## config.mk

```make
export PLATFORM = sky130hd
export DESIGN_NAME = cordic_vectoring
export DESIGN_NICKNAME = d
export VERILOG_FILES = /design/src/rtl/cordic_vectoring.sv
export SDC_FILE = /design/constraint.sdc
export NUM_CORES = 1
export LEC_CHECK = 0
export CAP_MARGIN = 40
export CORE_AREA = 2 2 116 163
export CTS_CLUSTER_DIAMETER = 80
export DETAILED_ROUTE_END_ITERATION = 7
export DIE_AREA = 0 0 118 165
export PLACE_DENSITY_LB_ADDON = 0.3
export SLEW_MARGIN = 20
export SYNTH_ARGS = -nofsm -noshare
export SYNTH_HDL_FRONTEND = slang
export SYNTH_SLANG_ARGS = --single-unit
```

## constraint.sdc

```tcl
create_clock -name clk -period 6.9 [get_ports clk]
set_input_delay 1.38 -clock clk [delete_from_list [all_inputs] [get_ports clk]]
set_output_delay 1.38 -clock clk [all_outputs]
set_load 0.01 [all_outputs]
```

## src/rtl/cordic_vectoring.sv

```systemverilog
// Iterative vectoring-mode CORDIC: converts (x, y) into an angle in 1/256 degree
// and an uncompensated magnitude, one micro-rotation per clock.
module cordic_vectoring #(
    parameter int W    = 16,
    parameter int ITER = 13,
    parameter int IW   = 18
) (
    input  logic          clk,
    input  logic          rst,
    input  logic          in_valid,
    output logic          in_ready,
    input  logic [W-1:0]  x_in,
    input  logic [W-1:0]  y_in,
    output logic          out_valid,
    input  logic          out_ready,
    output logic [IW-1:0] mag_out,
    output logic [IW-1:0] angle_out
);

    localparam int CW = $clog2(ITER);
    localparam logic signed [IW-1:0] Z_90 = IW'(23040);

    // arctan(2^-i) in degrees, Q7.8
    localparam logic [15:0] ATAN_TBL [ITER] = '{
        16'd11520, 16'd6801, 16'd3593, 16'd1824, 16'd916, 16'd458, 16'd229,
        16'd115,   16'd57,   16'd29,   16'd14,   16'd7,   16'd4
    };

    typedef enum logic [1:0] {S_IDLE, S_ITER, S_DONE} state_t;

    state_t                state_q, state_d;
    logic [CW-1:0]         iter_q, iter_d;
    logic signed [IW-1:0]  x_q, x_d, y_q, y_d, z_q, z_d;
    logic                  zero_q, zero_d;
    logic                  out_valid_q, out_valid_d;
    logic [IW-1:0]         mag_q, mag_d, angle_q, angle_d;

    logic signed [IW-1:0]  x_ext, y_ext;
    logic signed [IW-1:0]  x_sh, y_sh, atan_ext;
    logic signed [IW-1:0]  x_step, y_step, z_step;

    assign x_ext = {{(IW-W){x_in[W-1]}}, x_in};
    assign y_ext = {{(IW-W){y_in[W-1]}}, y_in};

    // Both updates use the pre-edge x and y.
    always_comb begin
        x_sh     = x_q >>> iter_q;
        y_sh     = y_q >>> iter_q;
        atan_ext = {{(IW-16){1'b0}}, ATAN_TBL[iter_q]};
        if (y_q[IW-1]) begin
            x_step = x_q - y_sh;
            y_step = y_q + x_sh;
            z_step = z_q - atan_ext;
        end else begin
            x_step = x_q + y_sh;
            y_step = y_q - x_sh;
            z_step = z_q + atan_ext;
        end
    end

    always_comb begin
        state_d     = state_q;
        iter_d      = iter_q;
        x_d         = x_q;
        y_d         = y_q;
        z_d         = z_q;
        zero_d      = zero_q;
        out_valid_d = out_valid_q;
        mag_d       = mag_q;
        angle_d     = angle_q;
        case (state_q)
            S_IDLE: begin
                if (in_valid) begin
                    state_d = S_ITER;
                    iter_d  = '0;
                    zero_d  = (x_in == '0) && (y_in == '0);
                    // Pre-rotate left-half-plane vectors by +/-90 degrees.
                    if (!x_ext[IW-1]) begin
                        x_d = x_ext;
                        y_d = y_ext;
                        z_d = '0;
                    end else if (!y_ext[IW-1]) begin
                        x_d = y_ext;
                        y_d = -x_ext;
                        z_d = Z_90;
                    end else begin
                        x_d = -y_ext;
                        y_d = x_ext;
                        z_d = -Z_90;
                    end
                end
            end
            S_ITER: begin
                x_d = x_step;
                y_d = y_step;
                z_d = z_step;
                if (iter_q == CW'(ITER - 1)) begin
                    state_d     = S_DONE;
                    out_valid_d = 1'b1;
                    mag_d       = x_step;
                    angle_d     = zero_q ? '0 : z_step;
                end else begin
                    iter_d = iter_q + CW'(1);
                end
            end
            S_DONE: begin
                if (out_ready) begin
                    state_d     = S_IDLE;
                    out_valid_d = 1'b0;
                end
            end
            default: state_d = S_IDLE;
        endcase
    end

    always_ff @(posedge clk) begin
        if (rst) begin
            state_q     <= S_IDLE;
            iter_q      <= '0;
            x_q         <= '0;
            y_q         <= '0;
            z_q         <= '0;
            zero_q      <= 1'b0;
            out_valid_q <= 1'b0;
            mag_q       <= '0;
            angle_q     <= '0;
        end else begin
            state_q     <= state_d;
            iter_q      <= iter_d;
            x_q         <= x_d;
            y_q         <= y_d;
            z_q         <= z_d;
            zero_q      <= zero_d;
            out_valid_q <= out_valid_d;
            mag_q       <= mag_d;
            angle_q     <= angle_d;
        end
    end

    assign in_ready  = (state_q == S_IDLE) && !rst;
    assign out_valid = out_valid_q;
    assign mag_out   = mag_q;
    assign angle_out = angle_q;

endmodule

```

# --- Word level (Yosys, flattened, before mapping) ---
# Memories as Yosys holds them, arrays and structs flattened.
# Index checks and enable logic that the tools add are counted.
word_totals:
  reg_bits: 98
  mem_bits_ro: 256
  in_bits: 36
  word_cells: 72
  n_memories: 1
classes:
  addsub: 9
  magnitude_cmp: 1
  n_eq_ne: 7
  n_shift: 2
  mux: 28
  n_bitwise: 1
  reduce_logical: 14
mem_list:
  columns: ["memory", "depth", "width", "read_ports", "rd_clocked_by_memory_dff", "write_ports", "line", "rtl"]
  rows:
  - ["(no name shown)", 16, 16, 1, 0, 0, "49", "atan_ext = {{(IW-16){1'b0}}, ATAN_TBL[iter_q]};"]
ops:
  columns: ["operator", "n"]
  rows:
  - ["18-bit two-way mux", 13]
  - ["18-bit one-hot mux with 2 select lines", 3]
  - ["18-bit adder", 2]
  - ["16-bit negator with 18-bit output", 2]
  - ["18-bit by 4-bit >>> shifter with 18-bit output", 2]
  - ["18-bit subtractor", 2]
  - ["16-bit logical NOT", 2]
  - ["16-bit two-way mux", 2]
  - ["18-bit by 17-bit adder with 18-bit output", 1]
  - ["18-bit by 17-bit subtractor with 18-bit output", 1]
  - ["3-bit AND reduction", 3]
  - ["4-bit two-way mux", 2]
  - ["2-bit inequality test, second input constant", 4]
  - ["4-bit one-hot mux with 2 select lines", 1]
  - ["2-bit two-way mux", 3]
  - ["2-bit one-hot mux with 3 select lines", 1]
  - ["2-bit AND reduction", 3]
  - ["5-bit greater-or-equal comparator, second input constant", 1]
  - ["4-bit inverter with 5-bit output", 1]
  - ["4-bit by 1-bit adder with 4-bit output, second input constant", 1]
  - ["4-bit equality test, second input constant", 1]
  - ["2-bit nonzero test", 2]
  - ["2-bit by 1-bit equality test with 1-bit output, second input constant", 1]
  - ["2-bit equality test, second input constant", 1]
  - ["5 further kinds", 7]

# --- Logic depth before layout (Yosys ltp) ---
# Gate-level depths: netlist (run 1).
depth:
  word_depth: 7
  mapped_depth: 25
  ltp_nobuf: 21

# --- Least setup slack after synthesis (run 1) ---
# Ideal clock, no wire load.
synth_path:
  kind: "register to register"
  from: "register iter_q[0]"
  to: "register z_q[15]"
  t_arrival_ns: 4.944
  required_time_ns: 6.826
  slack_ns: 1.882
  path_stages_with_launch: 26
  n_path_buf: 4
  path_cell_list: "dfxtp_1 > buf_6 > buf_6 > buf_6 > buf_2 > clkinv_1 > ha_1 > inv_1 > o21ai_0 > o21ai_0 > ha_1 > nand3_1 > nor3_1 > nor3b_1 > nor2_1 > xnor2_1 > ha_1 > and3_1 > and3_1 > a41oi_1 > o2111ai_1 > a221oi_1 > nor2b_1 > xnor2_1 > nand2_1 > a31oi_1"
synth_via:
  elab_chain_cells: 7
  elab_cells_between_ends: 8
  cone_classes: "add/sub (2); mux (4); bitwise (1); memory (1)"
synth_lines:
  columns: ["element", "line", "rtl"]
  rows:
  - ["start, declared", "32", "logic [CW-1:0] iter_q, iter_d;"]
  - ["start signal, assigned", "129", "iter_q <= iter_d;"]
  - ["4-bit inverter with 5-bit output (implied by the code) *", "49", null]
  - ["memory read 16 x 16 bit *", null, null]
  - ["16-bit two-way mux (implied by the code) * (2 in a row)", "49", null]
  - ["18-bit by 17-bit adder with 18-bit output / 18-bit by 17-bit subtractor with 18-bit output (equally long branches)", "57, 53", null]
  - ["18-bit two-way mux *", "50", "if (y_q[IW-1]) begin"]
  - ["18-bit one-hot mux with 2 select lines *", "71", "case (state_q)"]
  - ["end signal, assigned", "132", "z_q <= z_d;"]
  - ["end, declared", "33", "logic signed [IW-1:0] x_q, x_d, y_q, y_d, z_q, z_d;"]
# Every way passes the cells marked *; elsewhere a longest branch is shown, timed or not. The select of a mux whose other input is x is not followed.
# A chain may end at the register's enable or synchronous reset.

# --- Final worst setup path (run 1) ---
layout_path:
  from: "register iter_q[0]"
  to: "register z_q[16]"
# The elaborated chain is that of the path after synthesis.

==> key figures, run 1 <==
Global routing
  – Number of global-route vias before repair: 9105
  – Pin count of the biggest net entering global routing: 75
  – Antenna violations before repair: 0
  – Grt ovf: 0
  – Overall global routing resource usage: 31.0%
  – First-pass GRT wire length: 47800 um

Synthesis
  – Number of synthesized flops with an enable pin: 0
  – Synth warn: 0
  – Ys async rst share: 0%
  – Main combinational cell family by area after synthesis: compound AO/OA/AOI/OAI gates
  – Compound-cell area share of the yosys netlist: 25.0%
  – Synth Area in Adders: 8.56%
  – Post-Synth XOR/XNOR Area: 9.77%
  – Post-synthesis simple-gate area fraction: 19.4%
  – Number of synthesized register bits: 98
  – Seq/Total Area, Yosys: 20.1%
  – Multiplexer share of the synthesized area: 11.6%
  – Post-Syn Area per Cell: 7.72 um2
  – Ys flop type: dfxtp_1
  – Syn_nets: 1367
  – Post-Syn Instances: 1266
  – Synthesized area: 9770 um2
  – Synth unique cells: 72

Layout
  – Share of cells above drive strength 1: 7.67%
  – P&R area growth vs syn: 12.1%
  – Commonest non-fill, non-tap cell in the layout: nor2_1
  – # diodes: 0
  – Post-layout util: 61.1%
  – Fill cells: 1691
  – Nets: 1387
  – Most frequent cells in the layout: 158 x nor2_1, 118 x a21oi_1, 114 x nand2_1

Power and ir drop
  – Total power: 4.92 mW
  – Worst VDD drop: 225 uV
  – Leak Pwr: 4.18 nW
  – PwrDens: 449 nW/um2

STA
  – Fin crit share: 80.5%
  – Fmax achieved: 0.180 GHz
  – RSZ-0062 raised after global routing: false
  – Rel. slew slack: 38.7%
  – Final max-slew violation count: 0
  – Setup TNS: 0 ns
  – Fin Clk Skew: 0.0113 ns
  – Setup violators final: 0
  – Worst hold slack: 0.460 ns
  – Final hold violation count: 0
  – Pin slew with the least headroom to its limit: 0.897 ns
  – Fin crit period: 5.55 ns

Clocking
  – Setup bufs post-CTS: 0
  – Clock Sinks: 98
  – CTS H-Tree Depth: 3
  – Total CTS buffers: 9
  – Clock slew at the register clock pins of the worst setup and hold paths: 0.08 ns
  – Post-CTS sizing: 0
  – Hold buffers post-CTS: 0
  – TritonCTS clock tree: done
  – Root buffer cell: clkbuf_16
  – Worst-Skew Late Latency: 0.36 ns
  – CTS Buffer Depth: 2

Setup path
  – R2R depth: 19
  – Setup crit start kind: flip-flop
  – Max FO, Critical Path: 25
  – Critical setup path kind: flip-flop to flip-flop
  – Arrival @ worst endpoint: 5.76 ns
  – WP data required: 7.11 ns
  – Reg-to-Reg End: z_q[16]
  – Reg-to-reg slack, setup: 1.35 ns
  – Crit end category: flip-flop
  – Worst reg2reg startpoint: iter_q[0]

Drt
  – Drt initial violations: 863
  – Drt first pass iters: 8
  – Post-detailed-route count of antenna-violating nets: 0
  – Vias: 9748
  – Vias/cell: 6.37
  – DRC: 0
  – DR WL/cell: 19.9 um
  – Total wire length: 30500 um

Status
  – Status: complete, no violations

Place
  – Hpwl dp: 22900 um
  – Routability cong.: 0.961
  – Input/output buffers: 73

Worst hold path
  – HP Class: flip-flop to flip-flop
  – Worst Hold Depth: 2
  – Worst hold path startpoint: mag_out[1]
  – Hold endpoint: mag_out[1]

Floorplanning
  – I/O pin count: 74
  – Die width: 118 um
  – Area of the die: 19500 um2
  – Die height: 165 um
  – Initial core utilization: 54.5%
  – Placeable Area: 17900 um2
  – Row cnt: 58

Run
  – Max-cap viol count: 0
[cells in the mapped netlist, drive strengths merged (3+ instances only)]
master / count / area [um2]
fa: 3 / 60.1
xor2: 37 / 324
a22o: 4 / 35.0
or2: 5 / 31.3
mux2i: 21 / 210
a31oi: 20 / 125
or3: 12 / 76.3
o41ai: 3 / 26.3
o21bai: 4 / 30.0
mux4: 37 / 848
nor2b: 13 / 81.3
a211oi: 48 / 383
nor3: 27 / 135
a221oi: 13 / 114
inv: 47 / 176
o31ai: 5 / 37.5
or4: 4 / 30.0
o21a: 11 / 82.6
a21o: 17 / 128
a211o: 3 / 26.3
nand2b: 8 / 50.1
o21ai: 60 / 300
o211ai: 10 / 75.1
ha: 62 / 776
xnor2: 72 / 631
clkbuf: 65 / 245
nor2: 160 / 601
and3: 9 / 56.3
a22oi: 22 / 165
nand4: 4 / 31.3
a41oi: 4 / 35.0
dfxtp: 98 / 1960
nor4: 7 / 43.8
o22ai: 11 / 68.8
o31a: 6 / 52.6
a21oi: 119 / 599
buf: 18 / 105
nand2: 115 / 432
and2: 5 / 32.5
mux2: 7 / 78.8
nand3b: 6 / 45.0
nand3: 37 / 185
[logic make-up after synthesis]
| family | Yosys count |
|---|---|
| simple gates | 420 |
| compound gates | 377 |
| buf+inv | 132 |
| xor+xnor | 109 |
| flops | 98 |
| mux | 65 |
| fa+ha+maj | 65 |
[routing by layer]
| layer | wire [um] | global-route usage (%) |
|---|---|---|
| met5 | 0 | 0 |
| met4 | 1910 | 19.8 |
| met3 | 1790 | 2.73 |
| met2 | 15200 | 54.8 |
| met1 | 11600 | 36.2 |
[sequential cells by signal, indices dropped and copies added (netlist names)]
name,count
angle_out,18
iter_q,4
state_q,2
x_q,18
mag_out,18
y_q,18
out_valid,1
zero_q,1
z_q,18
[worst max path at each step]
stage                               end  slack (ns)  depth (start not counted)      start
after global placement    angle_out[17]        1.57                         21  iter_q[0]
after detailed placement  angle_out[17]        1.38                         21  iter_q[0]
after global routing            z_q[16]        0.75                         19  iter_q[0]
after floorplan                 z_q[15]        1.88                         25  iter_q[0]
after CTS                 angle_out[17]        1.36                         21  iter_q[0]
final                           z_q[16]        1.35                         19  iter_q[0]
[power by group]
group	internal (mW)	switching [mW]	leakage [nW]
registers	0.674	0.219	0.802
logic	1.51	1.97	3.22
clock network	0.293	0.260	0.158
[layout make-up]
type	count	area, um2	share of cell area (%)
multi-input cells	1036	7290	66.6
well taps	240	300	2.74
clock inverters	7	93.8	0.857
clock buffers	9	225	2.06
inverters	49	184	1.68
flip-flops and latches	98	1970	18.0
repair buffers	92	893	8.16
[worst max-delay path, cell delays in order, from the launching register on]
cell,delay [ns]
dfxtp_2,0.76
clkinv_1,0.48
ha_1,0.45
inv_1,0.08
o21ai_0,0.10
o21ai_0,0.39
ha_1,0.28
nand3_1,0.08
nor3_1,0.23
nor3b_1,0.32
nor2_1,0.09
xnor2_1,0.14
ha_1,0.23
a2111o_1,0.38
o21ai_0,0.27
o22ai_1,0.15
o41ai_1,0.39
o21ai_0,0.27
mux2i_1,0.20
a31oi_1,0.10
[metrics by stage]
step           worst slack, ns  instance area (um2)  cells
2_1_floorplan             1.88                 9770   1266
3_3_place_gp              1.57                10600   1510
3_5_place_dp              1.38                10600   1515
4_1_cts                   1.36                10900   1531
5_1_grt                  0.751                10900   1531
6_report                  1.35                10900   1531
Note: power is estimated with default switching activity, not from simulation.
==> inputs of run 2 (changes only) <==
- clock period: 6.9 -> 4.6 ns (I/O delays scaled with it)
==> key figures, run 2 (same netlist as run 1, synthesis figures left out) <==
Drt
  – Vias/cell: 6.32 (-0.78%)
  – Total wire length: 33500 um (+10%)
  – Post-detailed-route count of antenna-violating nets: 0 (unchanged)
  – Drt first pass iters: 5 (-3)
  – Vias: 10.4k (+6.2%)
  – DRC: 0 (unchanged)
  – Drt initial violations: 783 (-9.3%)
  – DR WL/cell: 20.4 um (+2.7%)

Place
  – Input/output buffers: 73 (unchanged)
  – Placement Cell Area: 11400 um2 (+6.8%)
  – Routability cong.: 1.02 (+6.3%)
  – Hpwl dp: 24800 um (+8.7%)
  – Pre-CTS WS: -0.102 ns (-1.48 ns)

Global routing
  – Antenna violations before repair: 0 (unchanged)
  – Number of global-route vias before repair: 9661 (+6.1%)
  – Grt ovf: 0 (unchanged)
  – Pin count of the biggest net entering global routing: 67 (-11%)
  – First-pass GRT wire length: 50500 um (+5.8%)
  – Overall global routing resource usage: 32.8% (+1.8 points)

Layout
  – Commonest non-fill, non-tap cell in the layout: nor2_1
  – Nets: 1495 (+7.8%)
  – Post-layout util: 67.2% (+6.1 points)
  – # diodes: 0 (unchanged)
  – Most frequent cells in the layout: 158 x nor2_1, 118 x buf_4, 114 x nand2_1, 114 x a21oi_1, 95 x dfxtp_1
  – P&R area growth vs syn: 23.2%
  – Design area: 12000 um2 (+9.9%)
  – Share of cells above drive strength 1: 17.6% (+9.9 points)

Setup path
  – Critical setup path kind: flip-flop to flip-flop
  – Crit end category: flip-flop
  – WP data required: 4.82 ns (-2.29 ns)
  – Setup crit start kind: flip-flop
  – Max FO, Critical Path: 5 (-80%)
  – Arrival @ worst endpoint: 4.74 ns (-1.02 ns)

Power and ir drop
  – Leak Pwr: 4.78 nW (+14%)
  – Total power: 8.46 mW (+72%)
  – PwrDens: 703 nW/um2 (+56%)
  – Worst VDD drop: 404 uV (+79%)

STA
  – RSZ-0062 raised after global routing: true
  – Pin slew with the least headroom to its limit: 1.01 ns (+0.112 ns)
  – Rel. slew slack: 32.4% (-6.3 points)
  – Final hold violation count: 0 (unchanged)
  – Fin crit share: 98.3% (+18 points)
  – Fin crit period: 4.52 ns (-1.03 ns)
  – Fmax achieved: 0.221 GHz (+23%)
  – Final max-slew violation count: 0 (unchanged)
  – Setup violators final: 0 (unchanged)
  – Fin Clk Skew: 0.0160 ns (+0.00470 ns)
  – Final setup margin: 0.0767 ns (-1.27 ns)

Clocking
  – Clock slew at the register clock pins of the worst setup and hold paths: 0.08 ns (about the same)
  – TritonCTS clock tree: done
  – Total CTS buffers: 9 (unchanged)
  – Worst-Skew Late Latency: 0.37 ns (about the same)
  – Root buffer cell: clkbuf_16
  – CTS Buffer Depth: 2 (unchanged)
  – CTS H-Tree Depth: 3 (unchanged)
  – Clock Sinks: 98 (unchanged)

Floorplanning
  – Initial core utilization: 54.5% (unchanged)
  – Area of the die: 19500 um2 (unchanged)
  – Placeable Area: 17900 um2 (unchanged)
  – Die width: 118 um (unchanged)
  – Row cnt: 58 (unchanged)
  – Die height: 165 um (unchanged)
  – I/O pin count: 74 (unchanged)

Worst hold path
  – HP Class: flip-flop to flip-flop

Status
  – Status: complete, no violations

Run
  – Max-cap viol count: 0 (unchanged)
==> run 2: cell types whose count changed in the layout (fill, tap and decap cells not counted), sizes merged <==
cell / change
buf: +108
bufinv: -1
clkinv: +1
==> run 2: worst paths after layout <==
| kind | from | endpoint | slack (ns) | cells past startpoint |
|---|---|---|---|---|
| hold reg to reg | mag_out[6] | mag_out[6] | 0.46 | 2 |
| setup reg to reg | iter_q[0] | x_q[13] | 0.08 | 17 |
| hold / removal | mag_out[6] | mag_out[6] | 0.46 | 2 |
| setup / recovery | iter_q[0] | x_q[13] | 0.08 | 17 |
==> run 2: what timing repair did <==
item	4_1_cts	5_1_grt
hold buffers	0	0
pin swaps	0	32
buffers inserted	0	16
resized for setup	3	50
cloned	0	0
setup endpoints to repair	11	28
==> run 2: worst max-delay path: stages, from the launching register on <==
cell	delay, ns
dfxtp_4	0.38
buf_12	0.12
buf_12	0.10
mux4_2	0.52
mux4_2	0.54
a211oi_4	0.37
nand4_2	0.15
or3_2	0.44
xor2_1	0.14
o22ai_1	0.10
ha_1	0.24
a21oi_2	0.21
o21ai_2	0.11
nor3_2	0.24
nor2_1	0.09
xnor2_1	0.22
a221oi_1	0.36
nor2_1	0.06
==> run 2: layout make-up <==
| class | instances | area [um2] |
|---|---|---|
| Multi-Input combinational cell | 1036 | 7490 |
| Fill cell | 1530 | 5890 |
| Sequential cell | 98 | 1970 |
| Timing Repair Buffer | 200 | 1780 |
| Tap cell | 240 | 300 |
| Clock buffer | 9 | 225 |
| Inverter | 49 | 189 |
| Clock inverter | 7 | 81.3 |
==> run 2: stage by stage <==
| step | setup TNS (ns) | std cells | hold WS [ns] |
|---|---|---|---|
| floorplan | 0 | 1266 | 0.452 |
| global placement | 0 | 1602 | 0.442 |
| detailed placement | -0.432 | 1605 | 0.447 |
| CTS | 0 | 1621 | 0.459 |
| global route | -0.852 | 1639 | 0.477 |
| finish | 0 | 1639 | 0.455 |
==> run 2: routing by layer <==
metal,global-route usage [%],vias up,wire length (um)
met3,3.83,121,2020
met2,58.0,414,16600
met5,0,-,0
met4,23.1,0,2520
li1,-,4891,-
met1,36.9,4928,12300
==> run 2: report_power, final <==
group / switching, mW / total, mW / internal (mW) / leakage, nW
clock: 0.413 / 0.803 / 0.389 / 0.150
combinational: 3.48 / 6.38 / 2.91 / 3.82
sequential: 0.264 / 1.27 / 1.01 / 0.802
total: 4.15 / 8.46 / 4.31 / 4.78
